### src/rtl/ring_johnson_pkg.sv
// ============================================================================
// ring_johnson_pkg : FSM encodings and Johnson-code helpers for the decoder
// Rev 1.0
// ============================================================================
`default_nettype none

package ring_johnson_pkg;

  typedef enum logic [1:0] {
    S_UNLOCKED = 2'd0,
    S_LOCKING  = 2'd1,
    S_LOCKED   = 2'd2,
    S_ERROR    = 2'd3
  } jpd_state_t;

  // Low k bits set for the filling half, upper bits set for the draining half.
  function automatic int johnson_code(input int k, input int n);
    int full;
    full = (1 << n) - 1;
    if (k <= n) return (1 << k) - 1;
    return full & ~((1 << (k - n)) - 1);
  endfunction

  function automatic int johnson_succ(input int idx, input int n);
    return (idx + 1) % (2 * n);
  endfunction

endpackage

`default_nettype wire

### src/rtl/johnson_code_decode.sv
// ============================================================================
// johnson_code_decode : combinational Johnson code -> legal/index/one-hot
// Rev 1.0
// ============================================================================
`default_nettype none

module johnson_code_decode
  import ring_johnson_pkg::*;
#(
  parameter int N = 3
) (
  input  logic [N-1:0]               code_in,
  output logic                       legal,
  output logic [$clog2(2*N)-1:0]     idx,
  output logic [2*N-1:0]             onehot
);

  localparam int IDX_W = $clog2(2 * N);

  for (genvar k = 0; k < 2 * N; k++) begin : g_state_match
    localparam int          CODE_I = johnson_code(k, N);
    localparam logic [N-1:0] CODE  = CODE_I[N-1:0];
    assign onehot[k] = (code_in == CODE);
  end

  // Legal codes are distinct, so at most one onehot bit can be set.
  always_comb begin
    legal = |onehot;
    idx   = '0;
    for (int k = 0; k < 2 * N; k++) begin
      if (onehot[k]) idx = IDX_W'(k);
    end
  end

endmodule

`default_nettype wire

### src/rtl/johnson_phase_decoder.sv
// ============================================================================
// johnson_phase_decoder : Johnson count -> phase, sequence check, lock status
// Optional error counter enabled by defining JPD_ERR_CNT_EN.   Rev 1.0
// ============================================================================
`default_nettype none

module johnson_phase_decoder
  import ring_johnson_pkg::*;
#(
  parameter int N         = 3,
  parameter int LOCK_CNT  = 4,
  parameter int ERR_CNT_W = 8
) (
  input  logic                       clk,
  input  logic                       rst,
  input  logic [N-1:0]               code_in,
  input  logic                       code_vld,
  output logic [2*N-1:0]             phase_oh,
  output logic [$clog2(2*N)-1:0]     phase_idx,
  output logic                       phase_stb,
  output logic                       locked,
  output logic                       err_pulse
`ifdef JPD_ERR_CNT_EN
  ,
  output logic [ERR_CNT_W-1:0]       err_cnt
`endif
);

  localparam int IDX_W = $clog2(2 * N);
  localparam int CNT_W = $clog2(LOCK_CNT + 1);
  localparam logic [CNT_W-1:0] LOCK_V = CNT_W'(LOCK_CNT);

  if (N < 2 || LOCK_CNT < 1 || ERR_CNT_W < 1) begin : g_param_check
    $error("johnson_phase_decoder: illegal parameter set");
  end

  jpd_state_t             state, state_nxt;
  logic [CNT_W-1:0]       cnt, cnt_nxt, cnt_inc;
  logic [2*N-1:0]         oh_nxt;
  logic [IDX_W-1:0]       idx_nxt;
  logic                   stb_nxt, err_nxt;

  logic                   dec_legal;
  logic [IDX_W-1:0]       dec_idx;
  logic [2*N-1:0]         dec_oh;
  logic                   is_succ, is_stall;

  johnson_code_decode #(.N(N)) u_decode (
    .code_in (code_in),
    .legal   (dec_legal),
    .idx     (dec_idx),
    .onehot  (dec_oh)
  );

  // phase_idx only ever holds the last legal index, so it doubles as history.
  assign is_succ  = (int'(dec_idx) == johnson_succ(int'(phase_idx), N));
  assign is_stall = (dec_idx == phase_idx);
  assign cnt_inc  = cnt + 1'b1;
  assign locked   = (state == S_LOCKED);

  always_ff @(posedge clk or negedge rst) begin
    if (!rst) begin
      state     <= S_UNLOCKED;
      cnt       <= '0;
      phase_oh  <= '0;
      phase_idx <= '0;
      phase_stb <= 1'b0;
      err_pulse <= 1'b0;
    end else begin
      state     <= state_nxt;
      cnt       <= cnt_nxt;
      phase_oh  <= oh_nxt;
      phase_idx <= idx_nxt;
      phase_stb <= stb_nxt;
      err_pulse <= err_nxt;
    end
  end

  always_comb begin
    state_nxt = state;
    cnt_nxt   = cnt;
    oh_nxt    = phase_oh;
    idx_nxt   = phase_idx;
    stb_nxt   = 1'b0;
    err_nxt   = 1'b0;

    // ERROR is left after exactly one cycle whether or not a sample arrives.
    if (state == S_ERROR) begin
      state_nxt = S_UNLOCKED;
      cnt_nxt   = '0;
    end

    if (code_vld) begin
      if (dec_legal) begin
        oh_nxt  = dec_oh;
        idx_nxt = dec_idx;
        stb_nxt = 1'b1;
      end else begin
        oh_nxt  = '0;
      end

      unique case (state)
        S_UNLOCKED: begin
          if (dec_legal) begin
            state_nxt = S_LOCKING;
            cnt_nxt   = '0;
          end else begin
            err_nxt   = 1'b1;
          end
        end
        S_LOCKING: begin
          if (!dec_legal) begin
            state_nxt = S_UNLOCKED;
            cnt_nxt   = '0;
            err_nxt   = 1'b1;
          end else if (is_succ) begin
            cnt_nxt = cnt_inc;
            if (cnt_inc == LOCK_V) state_nxt = S_LOCKED;
          end else if (!is_stall) begin
            cnt_nxt = '0;
          end
        end
        S_LOCKED: begin
          if (!dec_legal || !(is_succ || is_stall)) begin
            state_nxt = S_ERROR;
            err_nxt   = 1'b1;
          end
        end
        S_ERROR: begin
          // Decoded above, deliberately not sequence-checked.
        end
        default: begin
          state_nxt = S_UNLOCKED;
          cnt_nxt   = '0;
        end
      endcase
    end
  end

`ifdef JPD_ERR_CNT_EN
  always_ff @(posedge clk or negedge rst) begin
    if (!rst) begin
      err_cnt <= '0;
    end else if (err_nxt && (err_cnt != {ERR_CNT_W{1'b1}})) begin
      err_cnt <= err_cnt + 1'b1;
    end
  end
`endif

endmodule

`default_nettype wire

### config.mk
export PLATFORM = sky130hd
export DESIGN_NAME = johnson_phase_decoder
export DESIGN_NICKNAME = d
export VERILOG_FILES = /design/src/rtl/ring_johnson_pkg.sv /design/src/rtl/johnson_code_decode.sv /design/src/rtl/johnson_phase_decoder.sv
export SDC_FILE = /design/constraint.sdc
export NUM_CORES = 1
export LEC_CHECK = 0
export BUFFER_PORTS_ARGS = -buffer_cell sky130_fd_sc_hd__clkbuf_2
export CORE_MARGIN = 2
export CORE_UTILIZATION = 50
export DETAILED_ROUTE_END_ITERATION = 12
export PLACE_DENSITY_LB_ADDON = 0.2
export SETUP_SLACK_MARGIN = 0.05
export SYNTH_ARGS = -nofsm -noshare
export SYNTH_HDL_FRONTEND = slang
export SYNTH_HIERARCHICAL = 1
export SYNTH_SLANG_ARGS = --single-unit
### constraint.sdc
create_clock -name clk -period 7.65 [get_ports clk]
set_clock_uncertainty 0.1 [all_clocks]
set_input_delay 0.765 -clock clk [delete_from_list [all_inputs] [get_ports clk]]
set_output_delay 0.765 -clock clk [all_outputs]
set_load 0.02 [all_outputs]
== Word level (Yosys, flattened, before mapping) ==
Cells that the tools add are included.
Widths: inputs -> output; s select.

* Register bits after elaboration: 16
* Bits of input ports: 6
* Output and inout port bits: 12
* Word-level logic and storage cells: 56

* Add/sub/neg operators: 2
* Divide/modulo/power cells: 1
* Equal/unequal tests: 11
* Multiplexer cells: 27
* Reduce and logical (&&, ||, !) cells: 9

{| class="wikitable"
|+ Operators with widths
! operator !! number
|-
| $eq 4x32->1 || 1
|-
| $mod 32x4->32 const B || 1
|-
| $mux 3 || 8
|-
| $mux 2 || 9
|-
| $eq 3x3->1 const B || 4
|-
| $mux 1 || 6
|-
| $mux 6 || 1
|-
| $pmux 2 s3 || 1
|-
| $pmux 3 s2 || 1
|-
| $reduce_or 6->1 || 1
|-
| $add 3x1->4 const B || 1
|-
| $eq 2x2->1 const B || 2
|-
| $add 3x1->3 const B || 1
|-
| $eq 3x1->1 const B || 1
|-
| $eq 3x2->1 const B || 1
|-
| $eq 3x3->1 || 1
|-
| $logic_not 3->1 || 1
|-
| $eq 2x1->1 const B || 1
|-
| $logic_not 1->1 || 2
|-
| $logic_not 2->1 || 1
|-
| $logic_or 1x1->1 || 2
|-
| $pmux 1 s2 || 1
|-
| $reduce_and 2->1 || 1
|-
| $reduce_or 2->1 || 1
|}

== Longest topological paths before layout ==
* Word-level depth: 13
* Gate-level depth with buffers: 10
* Gate-level depth less buffers: 10

== Cells and area by module ==
Netlist, hierarchy kept.

{| class="wikitable"
|+ By module, submodules not included
! module !! times used !! cells each !! area an instance (um2) !! sequential area each (um2)
|-
| johnson_phase_decoder || 1 || 102 || 954.7 || 400.4
|-
| johnson_code_decode || 1 || 14 || 98.8 || 0.0
|}

== Worst setup path before layout ==
No wires, ideal clock.

* Path type: flip-flop to flip-flop
* Start: register phase_idx[0]
* End: register err_pulse
* Library setup time: 0.094 ns
* Arrival: 2.347 ns
* Data required time: 7.456 ns
* Setup slack: 5.109 ns
* Stages on the path, launching flop included: 10
* Buffers on the path: 0
* Clock period less this slack: 2.541 ns
* Cells stage by stage: dfrtp_1 -> ha_1 -> nand2b_1 -> o21ai_2 -> ha_1 -> xnor2_1 -> o2111ai_1 -> o22ai_2 -> or3b_1 -> a221oi_2

* Longest elaborated chain between the ends: 9
* Elaborated cells on any way between the ends: 10
* Classes of those cells: add/sub (1); div (1); eq/ne (2); mux (3); reduce/logical (3)

{| class="wikitable"
|+ RTL lines
! what !! line !! RTL
|-
| start: declaration || johnson_phase_decoder.sv:19 || <nowiki>output logic [$clog2(2*N)-1:0] phase_idx,</nowiki>
|-
| start signal: assignment || johnson_phase_decoder.sv:73 || <nowiki>phase_idx <= idx_nxt;</nowiki>
|-
| $add 3x1->4 || ring_johnson_pkg.sv:25 || <nowiki>return (idx + 1) % (2 * n);</nowiki>
|-
| $mod 32x4->32 || ring_johnson_pkg.sv:25 ||
|-
| $eq 4x32->1 || johnson_phase_decoder.sv:56 || <nowiki>assign is_succ = (int'(dec_idx) == johnson_succ(int'(phase_idx), N));</nowiki>
|-
| $logic_or 1x1->1 * || johnson_phase_decoder.sv:124 || <nowiki>if (!dec_legal || !(is_succ || is_stall)) begin</nowiki>
|-
| $logic_not 1->1 * || johnson_phase_decoder.sv:124 ||
|-
| $logic_or 1x1->1 * || johnson_phase_decoder.sv:124 ||
|-
| $mux 1 * || johnson_phase_decoder.sv:124 ||
|-
| $pmux 1 s2 * || johnson_phase_decoder.sv:102 || <nowiki>unique case (state)</nowiki>
|-
| $mux 1 * || johnson_phase_decoder.sv:93 || <nowiki>if (code_vld) begin</nowiki>
|-
| via err_nxt || johnson_phase_decoder.sv:41 || <nowiki>logic stb_nxt, err_nxt;</nowiki>
|-
| end signal: assignment || johnson_phase_decoder.sv:75 || <nowiki>err_pulse <= err_nxt;</nowiki>
|-
| end: declaration || johnson_phase_decoder.sv:22 || <nowiki>output logic err_pulse</nowiki>
|}

The timed path passes the listed nets; every way through them passes the cells marked *.
A chain may end at the register's enable or synchronous reset.

== Final worst setup path ==
Ends and elaborated chain as after synthesis.

==> qor.txt <==
cts repair resizes: 0
# H-tree levels: 1
Pins Over Slew Limit: 0
net switching component of the power: 0.07532 mW
Post-synth top flop: dfrtp_1
Post-CTS Setup Inserts: 0
die width: 49.90 µm
Core ar.: 1982 µm²
average size of a mapped cell: 9.082 µm²
final hold violations: 0
Gate power share: 0.296
Nets: 146
syn_nets: 128
FF-to-FF path depth: 9
sequential fraction of the synthesis area: 0.3800
Leak: 0.5926 nW
clk buf depth: 2
first-pass GRT wire length: 3753 µm
Cell Int Power: 0.1462 mW
overall power: 0.2215 mW
CP required: 7740 ps
Worst Tran Pin Value: 746.4 ps
Rows: 16
Max Cap Viol: 0
count of cell types in the netlist: 38
PwrDens: 185.8 nW/µm²
DRC: 0
Sw Share: 0.3400
initial antenna violation count: 0
Post-CTS Hold Fix Bufs: 0
max_slew headroom: 0.5024
vias in the first global route: 878
filler cell count in the final layout: 182
share of layout cells above drive strength 1: 0.2256
fin crit period: 2721 ps
Clock power frac: 0.251
die area: 2490 µm²
Iter 0 DRT Violations: 23
All-Layer GR Usage: 0.1950
final WL: 2089 µm
initial core utilization: 0.5316
worst r2r dst: err_pulse
CTS Root Buffer Type: clkbuf_4
Final ANT Viol Nets: 0
Critical Path Source Type: flip-flop
setup TNS: 0 ps
flops & latches, synth: 16
number of vias per cell: 5.600
Chip Height: 49.90 µm
Synth Cell Area: 1054 µm²
routability cong.: 0.8208
status: complete, no violations
Post-synth EDFFs: 0
grt total ovfl: 0
CP Capture Type: flip-flop
Via Count: 896
CTS tree: built
number of buffers created by CTS: 3
I/O pin cnt: 18
unrepaired setup endpoints after global routing: no
origin of the critical flop-to-flop path: phase_idx[0]
Worst-path clk slew: 100 ps
Ys Warns: 6
synthesized instance count: 116
Hold Crit Class: in2async
arrival time at the worst endpoint: 2810 ps
post-DR wirelength/cell: 13.06 µm
post-synthesis async set-or-reset flop share: 1.000
CP Max Fanout: 7
Detailed Routing Iterations Pass 1: 4
clock latency on the worst-skew pair: 280 ps
final setup vio count: 0
fin crit share: 0.3557
R2R setup slack: 4930 ps
DP Wirelength: 1573 µm
Sink Count: 16
Seq pwr share: 0.452
VDD IR max: 0.1120 mV
IO Port Bufs: 17
Area growth syn-to-layout: 13.18%
largest net degree at the start of global routing: 17
Max Clk Rate: 367.5 MHz
antenna cells: 0
WS Path Type: reg2reg
-- cells by family after synthesis --
| logic type | after synthesis | synth area share |
|---|---|---|
| DFF | 16 | 0.3800 |
| muxes | 3 | 0.03088 |
| adders and majority gates | 6 | 0.07126 |
| and+or+nand+nor | 39 | 0.2126 |
| buffers and inverters | 17 | 0.06176 |
| AOI/OAI and AO/OA | 28 | 0.1853 |
| xor gates and xnor gates | 7 | 0.05820 |
-- cell usage in the layout, fill, tap and decap left out, drive strengths merged, types with 3 or more instances in the layout --
master and count:
clkbuf 21, dfrtp 16, nor2b 4, xor2 4, nor3b 3, o22ai 3, ha 6, a31oi 4
a21oi 5, xnor2 3, inv 13, nand3 7, nor2 4, nor3 4, o21ai 8, nand2 7
and2 3
-- how the worst max path moves through the flow --
stage | start | to | slack, ps | cells after the start
3_5_place_dp | code_in[0] | cnt[2] | 4790 | 7
4_1_cts | phase_idx[0] | err_pulse | 4920 | 9
3_3_place_gp | code_in[0] | cnt[2] | 4920 | 7
2_1_floorplan | phase_idx[0] | err_pulse | 5110 | 9
5_1_grt | phase_idx[0] | err_pulse | 4710 | 9
6_report | phase_idx[0] | err_pulse | 4930 | 9
-- sequential cells by signal, indices dropped and copies added (netlist names) --
register,cells
cnt,3
state,2
phase_idx,3
phase_oh,6
phase_stb,1
err_pulse,1
-- metal layers --
layer | vias up | share of wire | global-route usage
met5 | - | 0 | 0
met4 | 0 | 0.0067 | 0.05556
met3 | 2 | 0.051 | 0.03333
met2 | 26 | 0.50 | 0.3333
met1 | 426 | 0.44 | 0.2519
li1 | 442 | - | -
-- final cells by class --
class	count	area, µm²	share of cell area
clock buffer	4	36.28	0.03043
inverter	13	48.80	0.04092
multi-input combinational	83	588.1	0.4932
sequential	16	400.4	0.3358
tap	27	33.78	0.02833
timing repair buffer	17	85.08	0.07135
-- Yosys cell counts, types with 2 or more instances --
cell	instances	area share
a21o_1	2	0.014
a21oi_1	5	0.024
a31oi_1	4	0.024
and2_1	2	0.012
clkbuf_1	3	0.011
dfrtp_1	16	0.38
ha_1	6	0.071
inv_1	13	0.046
mux2_2	2	0.021
nand2_1	7	0.025
nand2b_1	2	0.012
nand3_1	7	0.033
nor2_1	4	0.014
nor2b_1	3	0.018
nor3_1	4	0.019
nor3b_1	2	0.014
o21ai_0	7	0.033
o22ai_1	2	0.012
xnor2_1	3	0.025
xor2_1	4	0.033
-- per-stage QoR --
step	setup slack [ps]	hold slack, ps	util	cell area (µm²)	instances
after floorplan	5109	369.4	-	1054	116
after global placement	4919	416.8	0.5833	1156	156
after detailed placement	4789	405.6	0.5833	1156	156
after CTS	4920	290.0	0.6016	1192	160
after global routing	4715	306.3	0.6016	1192	160
final	4929	283.9	0.6016	1192	160
-- power groups by stage --
| stage | clock network [mW] | registers, mW | logic [mW] |
|---|---|---|---|
| finish | 0.0557 | 0.100 | 0.0656 |
| global route | 0.0612 | 0.101 | 0.0738 |
| CTS | 0.0582 | 0.100 | 0.0659 |
| detailed placement | 0 | 0.102 | 0.0656 |
| global placement | 0 | 0.102 | 0.0627 |
| floorplan | 0 | 0.105 | 0.0432 |
-- critical path, stage by stage, from the launching register on --
cell,delay [ps]
dfrtp_1,480
ha_1,260
nand2b_1,200
o21ai_2,230
ha_1,280
xnor2_1,130
o2111ai_1,130
o22ai_2,180
or3b_1,390
a221oi_2,260
Note: power is estimated with default switching activity, not from simulation.
